===== src/rtl/nmea_pkg.sv =====
// nmea_pkg: FSM states, ASCII constants and hex helpers for the RMC time decoder.
// Latency: n/a (declarations only). Backpressure: n/a.
// NMEA_CHECKSUM_EN adds the checksum states CK_HI/CK_LO to the state enum.
package nmea_pkg;

`ifdef NMEA_CHECKSUM_EN
    typedef enum logic [2:0] { IDLE, ADDR, FIELDS, CK_HI, CK_LO } state_t;
`else
    typedef enum logic [1:0] { IDLE, ADDR, FIELDS } state_t;
`endif

    localparam logic [7:0] CH_DOLLAR = 8'h24;
    localparam logic [7:0] CH_COMMA  = 8'h2C;
    localparam logic [7:0] CH_STAR   = 8'h2A;
    localparam logic [7:0] CH_A      = 8'h41;
    localparam logic [7:0] CH_G      = 8'h47;
    localparam logic [7:0] CH_P      = 8'h50;
    localparam logic [7:0] CH_N      = 8'h4E;
    localparam logic [7:0] CH_R      = 8'h52;
    localparam logic [7:0] CH_M      = 8'h4D;
    localparam logic [7:0] CH_C      = 8'h43;

    function automatic logic is_digit(input logic [7:0] c);
        return (c >= 8'h30) && (c <= 8'h39);
    endfunction

    // Uppercase hex only; lowercase letters are treated as garbage.
    function automatic logic is_hex(input logic [7:0] c);
        return is_digit(c) || ((c >= 8'h41) && (c <= 8'h46));
    endfunction

    // '0'..'9' map through their low nibble; 'A'..'F' have low nibble 1..6, so add 9.
    function automatic logic [3:0] hex_to_nibble(input logic [7:0] c);
        return is_digit(c) ? c[3:0] : (c[3:0] + 4'd9);
    endfunction

endpackage


===== src/rtl/bcd_hour_offset.sv =====
// bcd_hour_offset: adds a fixed UTC offset to a two-digit BCD hour, wrapping mod 24.
// Latency: combinational. Backpressure: none.
// The input digits are not range-checked; any value up to 9:9 still yields a valid 0..23 hour.
module bcd_hour_offset #(
    parameter int UTC_OFFSET = 8
) (
    input  logic [7:0] hour_i,
    output logic [7:0] hour_o
);

    localparam logic [7:0] OFS = 8'(UTC_OFFSET % 24);

    logic [7:0] sum;
    logic [7:0] bin;
    logic [3:0] tens;
    logic [3:0] ones;

    // Binary hour plus offset, reduce mod 24, then split back into BCD digits.
    always_comb begin
        sum = ({4'd0, hour_i[7:4]} * 8'd10) + {4'd0, hour_i[3:0]} + OFS;
        bin = sum;
        // Worst case 15*10+15+23 = 188 needs at most 7 subtractions.
        for (int i = 0; i < 8; i++) begin
            if (bin >= 8'd24) begin
                bin = bin - 8'd24;
            end
        end
        if (bin >= 8'd20) begin
            tens = 4'd2;
            ones = 4'(bin - 8'd20);
        end else if (bin >= 8'd10) begin
            tens = 4'd1;
            ones = 4'(bin - 8'd10);
        end else begin
            tens = 4'd0;
            ones = bin[3:0];
        end
        hour_o = {tens, ones};
    end

endmodule


===== src/rtl/nmea_rmc_ctrl.sv =====
// nmea_rmc_ctrl: parses $G[PN]RMC sentences from a UART byte stream into local BCD time and fix flag.
// Latency: outputs register one cycle after the committing byte strobe. Backpressure: none, every rx_flag byte is consumed.
// NMEA_CHECKSUM_EN: verify the two hex digits after '*' and commit on the last one; otherwise commit on '*'.
module nmea_rmc_ctrl
    import nmea_pkg::*;
#(
    parameter int UTC_OFFSET  = 8,
    parameter int TIMEOUT_CYC = 5_000_000
) (
    input  logic        sys_clk,
    input  logic        sys_rst_n,
    input  logic [7:0]  rx_data,
    input  logic        rx_flag,
    output logic [23:0] time_bcd,
    output logic        fix_valid,
    output logic        time_flag,
    output logic        frame_err
);

    localparam int                CNT_W   = $clog2(TIMEOUT_CYC + 1);
    localparam logic [CNT_W-1:0]  TO_LAST = CNT_W'(TIMEOUT_CYC - 1);

    state_t             state_q, state_d;
    logic [2:0]         addr_idx_q, addr_idx_d;
    logic [1:0]         field_q, field_d;      // saturates at 3: only fields 1 and 2 matter
    logic [2:0]         char_idx_q, char_idx_d; // saturates at 7
    logic [23:0]        digits_q, digits_d;    // raw UTC {hh,mm,ss}
    logic               time_ok_q, time_ok_d;
    logic               fix_q, fix_d;
    logic [CNT_W-1:0]   to_cnt_q, to_cnt_d;
    logic [23:0]        time_bcd_q, time_bcd_d;
    logic               fix_valid_q, fix_valid_d;
    logic               time_flag_q, time_flag_d;
    logic               frame_err_q, frame_err_d;
`ifdef NMEA_CHECKSUM_EN
    logic [7:0]         acc_q, acc_d;
    logic [3:0]         ck_hi_q, ck_hi_d;
`endif

    logic               is_dollar, is_star, is_comma, addr_ok, in_time_field, timeout_hit;
    logic [7:0]         local_hour;

    assign is_dollar     = (rx_data == CH_DOLLAR);
    assign is_star       = (rx_data == CH_STAR);
    assign is_comma      = (rx_data == CH_COMMA);
    assign in_time_field = (field_q == 2'd1) && (char_idx_q < 3'd6);
    assign timeout_hit   = (state_q != IDLE) && !rx_flag && (to_cnt_q == TO_LAST);

    // Expected address character for the current position in "G[PN]RMC,".
    always_comb begin
        case (addr_idx_q)
            3'd0:    addr_ok = (rx_data == CH_G);
            3'd1:    addr_ok = (rx_data == CH_P) || (rx_data == CH_N);
            3'd2:    addr_ok = (rx_data == CH_R);
            3'd3:    addr_ok = (rx_data == CH_M);
            3'd4:    addr_ok = (rx_data == CH_C);
            3'd5:    addr_ok = is_comma;
            default: addr_ok = 1'b0;
        endcase
    end

    bcd_hour_offset #(.UTC_OFFSET(UTC_OFFSET)) u_hour (
        .hour_i (digits_q[23:16]),
        .hour_o (local_hour)
    );

    // State register.
    always_ff @(posedge sys_clk or negedge sys_rst_n) begin
        if (!sys_rst_n) begin
            state_q <= IDLE;
        end else begin
            state_q <= state_d;
        end
    end

    // Next-state decode; '$' restarts the sentence from any state.
    always_comb begin
        state_d = state_q;
        if (timeout_hit) begin
            state_d = IDLE;
        end else if (rx_flag) begin
            if (is_dollar) begin
                state_d = ADDR;
            end else begin
                case (state_q)
                    ADDR: begin
                        if (!addr_ok) begin
                            state_d = IDLE;
                        end else if (addr_idx_q == 3'd5) begin
                            state_d = FIELDS;
                        end
                    end
                    FIELDS: begin
                        if (is_star) begin
`ifdef NMEA_CHECKSUM_EN
                            state_d = time_ok_q ? CK_HI : IDLE;
`else
                            state_d = IDLE;
`endif
                        end else if (in_time_field) begin
                            if (is_comma) begin
                                if (char_idx_q == 3'd0) begin
                                    state_d = IDLE;
                                end
                            end else if (!is_digit(rx_data)) begin
                                state_d = IDLE;
                            end
                        end
                    end
`ifdef NMEA_CHECKSUM_EN
                    CK_HI:   state_d = is_hex(rx_data) ? CK_LO : IDLE;
                    CK_LO:   state_d = IDLE;
`endif
                    default: ;
                endcase
            end
        end
    end

    // Datapath and output strobes; commit and abort are mutually exclusive branches.
    always_comb begin
        addr_idx_d  = addr_idx_q;
        field_d     = field_q;
        char_idx_d  = char_idx_q;
        digits_d    = digits_q;
        time_ok_d   = time_ok_q;
        fix_d       = fix_q;
        time_bcd_d  = time_bcd_q;
        fix_valid_d = fix_valid_q;
        time_flag_d = 1'b0;
        frame_err_d = 1'b0;
`ifdef NMEA_CHECKSUM_EN
        acc_d       = acc_q;
        ck_hi_d     = ck_hi_q;
`endif
        if (rx_flag || (state_q == IDLE) || timeout_hit) begin
            to_cnt_d = '0;
        end else begin
            to_cnt_d = to_cnt_q + CNT_W'(1);
        end

        if (timeout_hit) begin
            frame_err_d = 1'b1;
        end else if (rx_flag) begin
            if (is_dollar) begin
                addr_idx_d = 3'd0;
                field_d    = 2'd0;
                char_idx_d = 3'd0;
                time_ok_d  = 1'b0;
                fix_d      = 1'b0;
`ifdef NMEA_CHECKSUM_EN
                acc_d      = 8'h00;
`endif
            end else begin
                case (state_q)
                    ADDR: begin
`ifdef NMEA_CHECKSUM_EN
                        acc_d = acc_q ^ rx_data;
`endif
                        addr_idx_d = addr_idx_q + 3'd1;
                        field_d    = 2'd1;
                        char_idx_d = 3'd0;
                    end
                    FIELDS: begin
                        if (is_star) begin
`ifndef NMEA_CHECKSUM_EN
                            if (time_ok_q) begin
                                time_flag_d = 1'b1;
                                time_bcd_d  = {local_hour, digits_q[15:0]};
                                fix_valid_d = fix_q;
                            end
`endif
                        end else begin
`ifdef NMEA_CHECKSUM_EN
                            acc_d = acc_q ^ rx_data;
`endif
                            if (is_comma) begin
                                if (field_q != 2'd3) begin
                                    field_d = field_q + 2'd1;
                                end
                                char_idx_d = 3'd0;
                            end else begin
                                if (in_time_field) begin
                                    if (is_digit(rx_data)) begin
                                        case (char_idx_q)
                                            3'd0:    digits_d[23:20] = rx_data[3:0];
                                            3'd1:    digits_d[19:16] = rx_data[3:0];
                                            3'd2:    digits_d[15:12] = rx_data[3:0];
                                            3'd3:    digits_d[11:8]  = rx_data[3:0];
                                            3'd4:    digits_d[7:4]   = rx_data[3:0];
                                            default: digits_d[3:0]   = rx_data[3:0];
                                        endcase
                                        if (char_idx_q == 3'd5) begin
                                            time_ok_d = 1'b1;
                                        end
                                    end else begin
                                        frame_err_d = 1'b1;
                                    end
                                end
                                if ((field_q == 2'd2) && (char_idx_q == 3'd0)) begin
                                    fix_d = (rx_data == CH_A);
                                end
                                if (char_idx_q != 3'd7) begin
                                    char_idx_d = char_idx_q + 3'd1;
                                end
                            end
                        end
                    end
`ifdef NMEA_CHECKSUM_EN
                    CK_HI: begin
                        if (is_hex(rx_data)) begin
                            ck_hi_d = hex_to_nibble(rx_data);
                        end else begin
                            frame_err_d = 1'b1;
                        end
                    end
                    CK_LO: begin
                        if (is_hex(rx_data) && ({ck_hi_q, hex_to_nibble(rx_data)} == acc_q)) begin
                            time_flag_d = 1'b1;
                            time_bcd_d  = {local_hour, digits_q[15:0]};
                            fix_valid_d = fix_q;
                        end else begin
                            frame_err_d = 1'b1;
                        end
                    end
`endif
                    default: ;
                endcase
            end
        end
    end

    // Parser context and registered outputs.
    always_ff @(posedge sys_clk or negedge sys_rst_n) begin
        if (!sys_rst_n) begin
            addr_idx_q  <= 3'd0;
            field_q     <= 2'd0;
            char_idx_q  <= 3'd0;
            digits_q    <= 24'h0;
            time_ok_q   <= 1'b0;
            fix_q       <= 1'b0;
            to_cnt_q    <= '0;
            time_bcd_q  <= 24'h0;
            fix_valid_q <= 1'b0;
            time_flag_q <= 1'b0;
            frame_err_q <= 1'b0;
`ifdef NMEA_CHECKSUM_EN
            acc_q       <= 8'h00;
            ck_hi_q     <= 4'h0;
`endif
        end else begin
            addr_idx_q  <= addr_idx_d;
            field_q     <= field_d;
            char_idx_q  <= char_idx_d;
            digits_q    <= digits_d;
            time_ok_q   <= time_ok_d;
            fix_q       <= fix_d;
            to_cnt_q    <= to_cnt_d;
            time_bcd_q  <= time_bcd_d;
            fix_valid_q <= fix_valid_d;
            time_flag_q <= time_flag_d;
            frame_err_q <= frame_err_d;
`ifdef NMEA_CHECKSUM_EN
            acc_q       <= acc_d;
            ck_hi_q     <= ck_hi_d;
`endif
        end
    end

    assign time_bcd  = time_bcd_q;
    assign fix_valid = fix_valid_q;
    assign time_flag = time_flag_q;
    assign frame_err = frame_err_q;

endmodule


===== config.mk =====
export PLATFORM = sky130hd
export DESIGN_NAME = nmea_rmc_ctrl
export DESIGN_NICKNAME = d
export VERILOG_FILES = /design/src/rtl/nmea_pkg.sv /design/src/rtl/bcd_hour_offset.sv /design/src/rtl/nmea_rmc_ctrl.sv
export SDC_FILE = /design/constraint.sdc
export NUM_CORES = 1
export LEC_CHECK = 0
export CORE_AREA = 2 2 132 134
export DETAILED_ROUTE_END_ITERATION = 6
export DIE_AREA = 0 0 134 136
export PLACE_DENSITY = 0.67
export SLEW_MARGIN = 20
export SYNTH_ARGS = -nofsm -noshare
export SYNTH_HDL_FRONTEND = slang
export SYNTH_SLANG_ARGS = --single-unit

===== constraint.sdc =====
create_clock -name sys_clk -period 16.95 [get_ports sys_clk]
set_input_delay 3.39 -clock sys_clk [delete_from_list [all_inputs] [get_ports sys_clk]]
set_output_delay 3.39 -clock sys_clk [all_outputs]
set_load 0.02 [all_outputs]

==> summary.json, run 1 <==
{
  "criticalPathCategory": {"value": "register to register"},
  "worstMarginPinSlew": {"value": 965.3, "unit": "ps"},
  "antenna_cells_inserted": {"value": 0},
  "cp.required": {"value": 17210, "unit": "ps"},
  "power.share.switching": {"value": 0.3256},
  "clk_transition_reported_paths": {"value": 60, "unit": "ps"},
  "clock_tree_from_tritoncts": {"value": "yes"},
  "finalCriticalPeriod": {"value": 12900, "unit": "ps"},
  "finish.cell_count_without_fillers": {"value": 1016},
  "wl": {"value": 14630, "unit": "um"},
  "io_pins": {"value": 38},
  "yosys_warnings": {"value": 0},
  "post_cts.repair.setup_buffers": {"value": 0},
  "gp_congestion": {"value": 0.8598},
  "port-buffer-count": {"value": 35},
  "cts-hold-fix-buffers": {"value": 0},
  "crit_path_end_kind": {"value": "register"},
  "timing.clock.skew": {"value": 5.773, "unit": "ps"},
  "crit_fanout": {"value": 16},
  "floorplan.die_area": {"value": 18220, "unit": "sq um"},
  "route.detailed.vias_per_inst": {"value": 5.547},
  "synth.top_cells.by_area": {"value": "sky130_fd_sc_hd__dfrtp_1 (32%), sky130_fd_sc_hd__ha_1 (7.8%), sky130_fd_sc_hd__nand2_1 (7.2%)"},
  "synthesis.area": {"value": 6576, "unit": "sq um"},
  "drive_above_1_share": {"value": 0.1075},
  "cts_sinks": {"value": 84},
  "post_cts_resized": {"value": 0},
  "power.ir.vdd_worst": {"value": 0.05374, "unit": "mV"},
  "first_global_vias": {"value": 5238},
  "overflow": {"value": 0},
  "std_cell_rows": {"value": 48},
  "detail_route.first_pass.iterations": {"value": 5},
  "floorplan.initialDensity": {"value": 0.3897},
  "route.antenna.remaining_nets": {"value": 0},
  "place_hpwl": {"value": 10830, "unit": "um"},
  "dieWidth": {"value": 134, "unit": "um"},
  "power_density": {"value": 83.29, "unit": "nW/um^2"},
  "comb_power_share": {"value": 0.319},
  "grt_usage": {"value": 0.1667},
  "floorplan.core_area": {"value": 16880, "unit": "sq um"},
  "ys_ff_latch": {"value": 84},
  "hold_class": {"value": "register to register"},
  "cp-start-kind": {"value": "register"},
  "netlist.area_leader.share": {"value": 0.3196},
  "finalSetupTns": {"value": 0, "unit": "ps"},
  "timing_hold_violations_final": {"value": 0},
  "place_worst_setup_slack": {"value": 4273, "unit": "ps"},
  "run_status": {"value": "completed"},
  "first_pass_grt_wire_length": {"value": 25140, "unit": "um"},
  "power.static_leakage": {"value": 3.439, "unit": "nW"},
  "clkPwrFrac": {"value": 0.343},
  "clock_tree.buffer_depth": {"value": 2},
  "worst_slack": {"value": 4050, "unit": "ps"},
  "layout_worst_path_cycle_share": {"value": 0.7611},
  "drt_first_iter_violations": {"value": 472},
  "achievable-frequency": {"value": 77.52, "unit": "MHz"},
  "final.hold.worst_slack": {"value": 466.6, "unit": "ps"},
  "cts_made_buffers": {"value": 9},
  "seqPwrFrac": {"value": 0.337},
  "internal_power": {"value": 0.4175, "unit": "mW"},
  "syn2layout_area_growth": {"value": 13.03, "unit": "%"},
  "cts-root-buf": {"value": "sky130_fd_sc_hd__clkbuf_16"},
  "switching_power": {"value": 0.2016, "unit": "mW"},
  "ctsHtreeMaxLevel": {"value": 3},
  "post_detailed_route_wirelength_per_cell": {"value": 14.40, "unit": "um"},
  "pin_count_of_the_biggest_net_entering_global_routing": {"value": 85},
  "dpl.cell_count": {"value": 1001},
  "synth_edf_count": {"value": 0},
  "syn_avg_cell_area": {"value": 8.608, "unit": "sq um"},
  "netlist.top_cell.by_area": {"value": "sky130_fd_sc_hd__dfrtp_1"},
  "worst_path_max_delay_cell": {"value": "sky130_fd_sc_hd__ha_1"},
  "finalSetupViolations": {"value": 0},
  "crit_family": {"value": "simple AND/OR/NAND/NOR gates"},
  "grt_antenna_before_repair": {"value": 0},
  "slowest_delay": {"value": 550, "unit": "ps"},
  "post_synth_inst_count": {"value": 764},
  "postSynth.asyncResetShare": {"value": 1.000},
  "synth-seq-area-share": {"value": 0.3196},
  "timing.max_cap.violations": {"value": 0},
  "final_net_count": {"value": 841},
  "crit_top_cell": {"value": "sky130_fd_sc_hd__ha_1"},
  "yosys.cell_count.top_type": {"value": "sky130_fd_sc_hd__nand2_1"},
  "max_slew_margin": {"value": 0.3483},
  "synth_cell_types": {"value": 99},
  "detailroute.via_count": {"value": 5636},
  "rsz0062_at_grt": {"value": "false"},
  "worstSkewPairLatency": {"value": 340, "unit": "ps"},
  "cp_data_arrival_time": {"value": 13160, "unit": "ps"},
  "number_of_remaining_drc_errors": {"value": 0},
  "chipHeight": {"value": 136, "unit": "um"},
  "buffers_plus_inverters_on_the_worst_setup_path": {"value": 5},
  "yosys_most_used_dff": {"value": "sky130_fd_sc_hd__dfrtp_1"},
  "list_of_most_frequent_post_synthesis_cells": {"value": "sky130_fd_sc_hd__nand2_1 (126), sky130_fd_sc_hd__dfrtp_1 (84), sky130_fd_sc_hd__nor2_1 (58)"},
  "finalMaxSlewViolations": {"value": 0}
}
-- worst reg2reg max path, delay by kind of cell, from the launching register on --
kind,cells,cell delay [ps]
xor gates and xnor gates,2,650
AOI/OAI and AO/OA,13,2800
and+or+nand+nor,20,4190
adders and majority gates,11,3680
buffers and inverters,5,420
DFF,1,430
muxes,2,700
-- layout by cell type, fill, tap and decap left out, types with 4 or more instances in the layout --
master,netlist,final
sky130_fd_sc_hd__nor3_1,17,17
sky130_fd_sc_hd__mux2i_1,6,6
sky130_fd_sc_hd__o211ai_1,7,7
sky130_fd_sc_hd__or2_2,4,4
sky130_fd_sc_hd__and3_1,12,12
sky130_fd_sc_hd__o22ai_1,8,8
sky130_fd_sc_hd__nand2b_1,5,5
sky130_fd_sc_hd__o21ai_0,33,33
sky130_fd_sc_hd__nand3_1,24,24
sky130_fd_sc_hd__nor2_1,58,58
sky130_fd_sc_hd__nor4b_1,4,4
sky130_fd_sc_hd__o2111ai_1,4,4
sky130_fd_sc_hd__nor4_1,6,6
sky130_fd_sc_hd__o21ai_1,5,5
sky130_fd_sc_hd__clkbuf_16,0,9
sky130_fd_sc_hd__a21oi_1,30,30
sky130_fd_sc_hd__and2_1,11,11
sky130_fd_sc_hd__nand4_1,8,8
sky130_fd_sc_hd__nand2_1,126,126
sky130_fd_sc_hd__inv_1,40,40
sky130_fd_sc_hd__a211oi_1,10,10
sky130_fd_sc_hd__xnor2_1,10,10
sky130_fd_sc_hd__a221o_1,4,4
sky130_fd_sc_hd__a311o_1,5,5
sky130_fd_sc_hd__a31oi_1,6,6
sky130_fd_sc_hd__clkdlybuf4s50_1,0,34
sky130_fd_sc_hd__dfrtp_1,84,84
sky130_fd_sc_hd__a211o_1,6,6
sky130_fd_sc_hd__xor2_1,14,14
sky130_fd_sc_hd__or3_1,12,12
sky130_fd_sc_hd__ha_1,41,41
sky130_fd_sc_hd__buf_4,3,4
sky130_fd_sc_hd__and4_1,4,4
sky130_fd_sc_hd__mux2_2,26,26
sky130_fd_sc_hd__a21o_1,10,10
-- power groups by stage --
stage | combinational [mW] | clock, mW | sequential, mW
2_1_floorplan | 0.157 | 0 | 0.211
3_3_place_gp | 0.194 | 0 | 0.213
3_5_place_dp | 0.195 | 0 | 0.213
4_1_cts | 0.197 | 0.217 | 0.209
5_1_grt | 0.223 | 0.225 | 0.210
6_report | 0.198 | 0.213 | 0.209
-- per-stage QoR --
stage / total power, mW / cell area, sq um / utilization
after floorplan: 0.3688 / 6580 / -
after global placement: 0.4060 / 7106 / 0.4210
after detailed placement: 0.4080 / 7106 / 0.4210
after CTS: 0.6221 / 7430 / 0.4402
after global routing: 0.6581 / 7433 / 0.4405
final: 0.6192 / 7433 / 0.4405
-- layer usage --
layer | vias to the layer above | track usage | wire length [um]
met1 | 2656 | 0.2319 | 7048
met2 | 141 | 0.2695 | 6728
met5 | - | 0 | 0
li1 | 2816 | - | -
met4 | 0 | 0.05378 | 306
met3 | 23 | 0.02125 | 546
-- cell type report --
type	count	area (sq um)
clock inverter	5	85.08
sequential	84	2102
timing repair buffer	39	381.6
clock buffer	10	239.0
tap	225	281.5
multi-input combinational	611	4187
inverter	42	157.7
fill	1645	9443
-- cells by family (layout without fill, tap and decap cells) --
family                   after synthesis  count (layout)  synth area share
XOR/XNOR                              28              28           0.04623
multiplexers                          34              34           0.05822
buffers and inverters                 70              96           0.04433
AO/OA/AOI/OAI                        185             185            0.2100
flip-flops                            84              84            0.3196
other                                  1               2         0.0005702
AND/OR/NAND/NOR                      319             319            0.2369
adder cells (fa/ha/maj)               43              43           0.08409
-- sequential cells by signal, indices dropped and copies added (netlist names) --
signal and count:
time_flag 1, state_q 2, frame_err 1, field_q 2, fix_q 1, to_cnt_q 23, fix_valid 1, digits_q 24
char_idx_q 3, addr_idx_q 3, time_bcd 22, time_ok_q 1
-- path summary, 6_finish.rpt --
path                         startpoint      endpoint  slack, ps  cells past startpoint
max                        digits_q[22]  time_bcd[17]       4050                     53
min reg2reg                digits_q[13]  time_bcd[13]        470                      2
min                        digits_q[13]  time_bcd[13]        470                      2
max reg2reg                digits_q[22]  time_bcd[17]       4050                     53
max in group asynchronous     sys_rst_n   digits_q[4]      13340                      1
min in group asynchronous     sys_rst_n  to_cnt_q[10]       3090                      1
No activity file was read; power rests on OpenSTA's default activity.
==> inputs of run 2 (changes only) <==
PLACE_DENSITY = 0.69   (was 0.67)
clock period = 10.5 ns   (was 16.95 ns; I/O delays follow)
==> summary.json, run 2 (synthesis results as in run 1) <==
{
  "timing.max_cap.violations": {"value": 0},
  "pin_count_of_the_biggest_net_entering_global_routing": {"value": 48},
  "worstMarginPinSlew": {"value": 1012, "unit": "ps"},
  "wl": {"value": 15700, "unit": "um"},
  "route.detailed.vias_per_inst": {"value": 5.486},
  "worst_r2r_path_depth": {"value": 49},
  "worst_path_max_delay_cell": {"value": "sky130_fd_sc_hd__fa_2"},
  "route.antenna.remaining_nets": {"value": 0},
  "final.hold.worst_slack": {"value": 468.3, "unit": "ps"},
  "post_detailed_route_wirelength_per_cell": {"value": 14.82, "unit": "um"},
  "dieWidth": {"value": 134, "unit": "um"},
  "detail_route.first_pass.iterations": {"value": 5},
  "io_pins": {"value": 38},
  "place_hpwl": {"value": 11420, "unit": "um"},
  "criticalPathCategory": {"value": "register to register"},
  "floorplan.initialDensity": {"value": 0.3897},
  "run_status": {"value": "completed"},
  "placed_cell_area": {"value": 7465, "unit": "sq um"},
  "floorplan.core_area": {"value": 16880, "unit": "sq um"},
  "finalSetupTns": {"value": 0, "unit": "ps"},
  "num-fill-cells": {"value": 1573},
  "power.ir.vdd_worst": {"value": 0.09023, "unit": "mV"},
  "power_density": {"value": 138.1, "unit": "nW/um^2"},
  "antenna_cells_inserted": {"value": 0},
  "multiInputGateArea": {"value": 4529, "unit": "sq um"},
  "chipHeight": {"value": 136, "unit": "um"},
  "slowest_delay": {"value": 580, "unit": "ps"},
  "final_net_count": {"value": 883},
  "drive_above_1_share": {"value": 0.2230},
  "gp_congestion": {"value": 0.8493},
  "cp-start-kind": {"value": "register"},
  "dpl.cell_count": {"value": 1025},
  "cts_sinks": {"value": 84},
  "seq_area": {"value": 2105, "unit": "sq um"},
  "finalMaxSlewViolations": {"value": 0},
  "crit_top_cell": {"value": "sky130_fd_sc_hd__ha_4"},
  "mostFrequentLayoutCell": {"value": "sky130_fd_sc_hd__nand2_1"},
  "largest_reg_flops": {"value": 24},
  "worstSkewPairLatency": {"value": 350, "unit": "ps"},
  "std_cell_rows": {"value": 48},
  "place_worst_setup_slack": {"value": -46.27, "unit": "ps"},
  "first_global_vias": {"value": 5422},
  "first_pass_grt_wire_length": {"value": 25770, "unit": "um"},
  "drt_first_iter_violations": {"value": 315},
  "power.static_leakage": {"value": 3.705, "unit": "nW"},
  "timing_hold_violations_final": {"value": 0},
  "largest_register": {"value": "digits_q"},
  "finalSetupViolations": {"value": 0},
  "grt_usage": {"value": 0.1715},
  "crit_fanout": {"value": 7},
  "clock_tree_from_tritoncts": {"value": "yes"},
  "layout_worst_path_cycle_share": {"value": 0.9611},
  "syn2layout_area_growth": {"value": 23.23, "unit": "%"},
  "ctsHtreeMaxLevel": {"value": 3},
  "hold_path_stages": {"value": 2},
  "cp.required": {"value": 10720, "unit": "ps"},
  "overflow": {"value": 0},
  "max_slew_margin": {"value": 0.3171},
  "cts_made_buffers": {"value": 9},
  "finish.cell_count_without_fillers": {"value": 1059},
  "clock_tree.buffer_depth": {"value": 2},
  "finalCriticalPeriod": {"value": 10090, "unit": "ps"},
  "clk_transition_reported_paths": {"value": 60, "unit": "ps"},
  "most-common-layout-cells": {"value": "sky130_fd_sc_hd__nand2_1 (120), sky130_fd_sc_hd__dfrtp_1 (82), sky130_fd_sc_hd__nor2_1 (55), sky130_fd_sc_hd__buf_4 (46), sky130_fd_sc_hd__inv_1 (36)"},
  "number_of_remaining_drc_errors": {"value": 0},
  "hold_class": {"value": "register to register"},
  "timing.clock.skew": {"value": 4.903, "unit": "ps"},
  "grt_antenna_before_repair": {"value": 0},
  "cp_data_arrival_time": {"value": 10310, "unit": "ps"},
  "worst_slack": {"value": 408.2, "unit": "ps"},
  "cts-hold-fix-buffers": {"value": 0},
  "detailroute.via_count": {"value": 5810},
  "cts-root-buf": {"value": "sky130_fd_sc_hd__clkbuf_16"},
  "finish.instance_area": {"value": 8104, "unit": "sq um"},
  "achievable-frequency": {"value": 99.09, "unit": "MHz"},
  "crit_path_end_kind": {"value": "register"},
  "port-buffer-count": {"value": 35},
  "floorplan.die_area": {"value": 18220, "unit": "sq um"}
}
[run 2: critical path: cells and delay by family, from the launching register on]
| kind | cells | cell delay [ps] |
|---|---|---|
| and+or+nand+nor | 17 | 3850 |
| adders and majority gates | 10 | 2400 |
| buffers and inverters | 7 | 550 |
| DFF | 1 | 450 |
| xor gates and xnor gates | 1 | 210 |
| AOI/OAI and AO/OA | 14 | 2520 |
[run 2: layout make-up]
cell class	count	share of cell area
Clock buffer	9	0.02779
Clock inverter	7	0.01312
Inverter	42	0.01976
Multi-Input combinational cell	611	0.5589
Sequential cell	84	0.2597
Tap cell	225	0.03474
Timing Repair Buffer	81	0.08600
[run 2: routing by layer]
metal,global-route usage,wire length (um),up-vias
li1,-,-,2916
met3,0.03207,535,18
met5,0,0,-
met4,0.04374,204,0
met1,0.2280,7291,2758
met2,0.2883,7665,118
[run 2: stage by stage]
stage / utilization / total power, mW
finish: 0.4802 / 1.119
global route: 0.4802 / 1.186
CTS: 0.4625 / 1.043
detailed placement: 0.4423 / 0.6831
global placement: 0.4423 / 0.6770
floorplan: - / 0.6083
[run 2: path summary, 6_finish.rpt]
check / slack (ps) / to / from
max in group asynchronous: 7840 / to_cnt_q[5] / sys_rst_n
setup reg to reg: 410 / time_bcd[19] / digits_q[22]
min in group asynchronous: 1700 / state_q[1] / sys_rst_n
hold / removal: 470 / time_bcd[7] / digits_q[7]
hold reg to reg: 470 / time_bcd[7] / digits_q[7]
setup / recovery: 410 / time_bcd[19] / digits_q[22]
[run 2: what timing repair did]
action                     CTS  global route
gates resized for setup      2            37
setup buffers                0            18
pin swaps                    1            29
setup endpoints to repair    3             5
gates cloned                 0             0
[run 2: report_power, final]
part	internal [mW]	switching [mW]	total [mW]
Clock	0.212	0.141	0.353
Combinational	0.200	0.229	0.429
Sequential	0.329	0.00804	0.337
Total	0.742	0.378	1.12
==> inputs of run 3 (changes only) <==
CORE_AREA = 2 2 113 115   (was 2 2 132 134)
DIE_AREA = 0 0 115 117   (was 0 0 134 136)
PLACE_DENSITY = 0.87   (was 0.69)
==> summary.json, run 3 (synthesis results as in run 1) <==
{
  "seqPwrFrac": {"value": 0.282},
  "num-fill-cells": {"value": 841},
  "grt.met1_usage": {"value": 0.3332},
  "route.detailed.vias_per_inst": {"value": 6.629},
  "clk_transition_reported_paths": {"value": 60, "unit": "ps"},
  "cp-start-kind": {"value": "register"},
  "place_hpwl": {"value": 11530, "unit": "um"},
  "comb_power_share": {"value": 0.444},
  "power_density": {"value": 142.5, "unit": "nW/um^2"},
  "placed_cell_area": {"value": 7333, "unit": "sq um"},
  "worstSkewPairLatency": {"value": 340, "unit": "ps"},
  "antenna_cells_inserted": {"value": 0},
  "detail_route.first_pass.iterations": {"value": 6},
  "io_pins": {"value": 38},
  "drt_first_iter_violations": {"value": 1037},
  "grt.busiest_layer": {"value": "met2"},
  "crit_family": {"value": "simple AND/OR/NAND/NOR gates"},
  "achievable-frequency": {"value": 90.90, "unit": "MHz"},
  "worst_hold_startpoint": {"value": "digits_q[5]"},
  "crit_top_cell": {"value": "sky130_fd_sc_hd__ha_4"},
  "floorplan.die_area": {"value": 13460, "unit": "sq um"},
  "cp-startpoint": {"value": "digits_q[23]"},
  "slowest_delay": {"value": 550, "unit": "ps"},
  "power.share.switching": {"value": 0.3705},
  "clkPwrFrac": {"value": 0.274},
  "clock_tree_from_tritoncts": {"value": "yes"},
  "chipHeight": {"value": 117, "unit": "um"},
  "timing.max_cap.violations": {"value": 0},
  "pin_count_of_the_biggest_net_entering_global_routing": {"value": 85},
  "failed_checks": {"value": "setup timing"},
  "grt.met3_usage": {"value": 0.02987},
  "first_pass_grt_wire_length": {"value": 27520, "unit": "um"},
  "final_net_count": {"value": 915},
  "timing_hold_violations_final": {"value": 0},
  "worstMarginPinSlew": {"value": 967.2, "unit": "ps"},
  "floorplan.initialDensity": {"value": 0.5341},
  "detailroute.via_count": {"value": 6735},
  "final_core_util": {"value": 0.6824},
  "most-common-layout-cells": {"value": "sky130_fd_sc_hd__nand2_1 (114), sky130_fd_sc_hd__dfrtp_1 (82), sky130_fd_sc_hd__buf_4 (76), sky130_fd_sc_hd__nor2_1 (53), sky130_fd_sc_hd__inv_1 (35)"},
  "critical_path.reg2reg.startpoint": {"value": "digits_q[23]"},
  "internal_power": {"value": 0.7536, "unit": "mW"},
  "finalPower": {"value": 1.197, "unit": "mW"},
  "power.ir.vdd_worst": {"value": 0.1065, "unit": "mV"},
  "worst_slack": {"value": -501.2, "unit": "ps"},
  "finalMaxSlewViolations": {"value": 0},
  "max_slew_margin": {"value": 0.3470},
  "finalCriticalPeriod": {"value": 11000, "unit": "ps"},
  "wl": {"value": 20620, "unit": "um"},
  "buffers_plus_inverters_on_the_worst_setup_path": {"value": 7},
  "clock_tree.buffer_depth": {"value": 2},
  "port-buffer-count": {"value": 35},
  "gp_congestion": {"value": 0.9123},
  "layout_worst_path_cycle_share": {"value": 1.048},
  "gr_met2_demand_resource": {"value": 0.4400},
  "crit_fanout": {"value": 7},
  "floorplan.core_area": {"value": 12310, "unit": "sq um"},
  "worst_path_max_delay_cell": {"value": "sky130_fd_sc_hd__or4_4"},
  "flop_to_flop_setup_slack": {"value": -500, "unit": "ps"},
  "cts-root-buf": {"value": "sky130_fd_sc_hd__clkbuf_16"},
  "post_detailed_route_wirelength_per_cell": {"value": 20.29, "unit": "um"},
  "first_global_vias": {"value": 5834},
  "mostFrequentLayoutCell": {"value": "sky130_fd_sc_hd__nand2_1"},
  "grt_antenna_before_repair": {"value": 0},
  "largest_reg_flops": {"value": 24},
  "power.static_leakage": {"value": 3.902, "unit": "nW"},
  "finalSetupViolations": {"value": 5},
  "criticalPathCategory": {"value": "register to register"},
  "cp.required": {"value": 10740, "unit": "ps"},
  "route.antenna.remaining_nets": {"value": 0},
  "drive_above_1_share": {"value": 0.2760},
  "overflow": {"value": 0},
  "timing.clock.skew": {"value": 6.557, "unit": "ps"},
  "syn2layout_area_growth": {"value": 27.76, "unit": "%"},
  "largest_register": {"value": "digits_q"},
  "number_of_remaining_drc_errors": {"value": 0},
  "hold_class": {"value": "register to register"},
  "finish.instance_area": {"value": 8402, "unit": "sq um"},
  "grt_usage": {"value": 0.2536},
  "cp_data_arrival_time": {"value": 11240, "unit": "ps"},
  "cts_sinks": {"value": 84},
  "cts_made_buffers": {"value": 9},
  "place_worst_setup_slack": {"value": -251.9, "unit": "ps"},
  "run_status": {"value": "finished, violations left"},
  "dieWidth": {"value": 115, "unit": "um"},
  "crit_path_end_kind": {"value": "register"},
  "switching_power": {"value": 0.4436, "unit": "mW"},
  "std_cell_rows": {"value": 41},
  "ctsHtreeMaxLevel": {"value": 3}
}
[run 3: final timing paths]
kind                                      to  depth (start not counted)
worst max-delay path            time_bcd[19]                         52
worst min register to register   time_bcd[5]                          2
min in group asynchronous          frame_err                          1
worst min-delay path             time_bcd[5]                          2
max in group asynchronous       digits_q[23]                          1
worst max register to register  time_bcd[19]                         52
[run 3: power by group through the flow]
| stage | logic [mW] | clock network (mW) | registers, mW |
|---|---|---|---|
| 2_1_floorplan | 0.267 | 0 | 0.341 |
| 3_3_place_gp | 0.329 | 0 | 0.343 |
| 3_5_place_dp | 0.337 | 0 | 0.343 |
| 4_1_cts | 0.348 | 0.331 | 0.337 |
| 5_1_grt | 0.558 | 0.344 | 0.339 |
| 6_report | 0.532 | 0.328 | 0.337 |
[run 3: final cells by class]
cell class,count,area (sq um),share of cell area
Timing Repair Buffer,113,944.7,0.1124
Tap cell,150,187.7,0.02234
Clock buffer,10,239.0,0.02844
Multi-Input combinational cell,611,4692,0.5585
Sequential cell,84,2105,0.2505
Clock inverter,6,71.32,0.008488
Inverter,42,162.7,0.01936
[run 3: layer usage]
metal  vias up  routed length, um  share of wire
li1       2968                  -              -
met1      3169               7823           0.38
met2       454               9956           0.48
met3       144               1703          0.083
met4         0               1136          0.055
met5         -                  0              0
[run 3: tightest hold or removal path, delay by kind of cell (launching register included)]
family	cells	cell delay (ps)
DFF	1	340
and+or+nand+nor	2	100
[run 3: stage by stage]
stage	hold WS, ps	std cells	TNS, ps
finish	471.2	1016	-2110
floorplan	433.1	765	0
detailed placement	454.2	945	-687.8
global route	494.9	1016	-3461
CTS	481.2	979	0
global placement	450.3	945	0
[run 3: repair_timing]
action                                  4_1_cts  5_1_grt
pin swaps                                     4       40
cloned                                        0        0
gates resized for setup                       3       73
hold buffers                                  0        0
setup buffers                                18       37
endpoints found under the setup margin        5        5
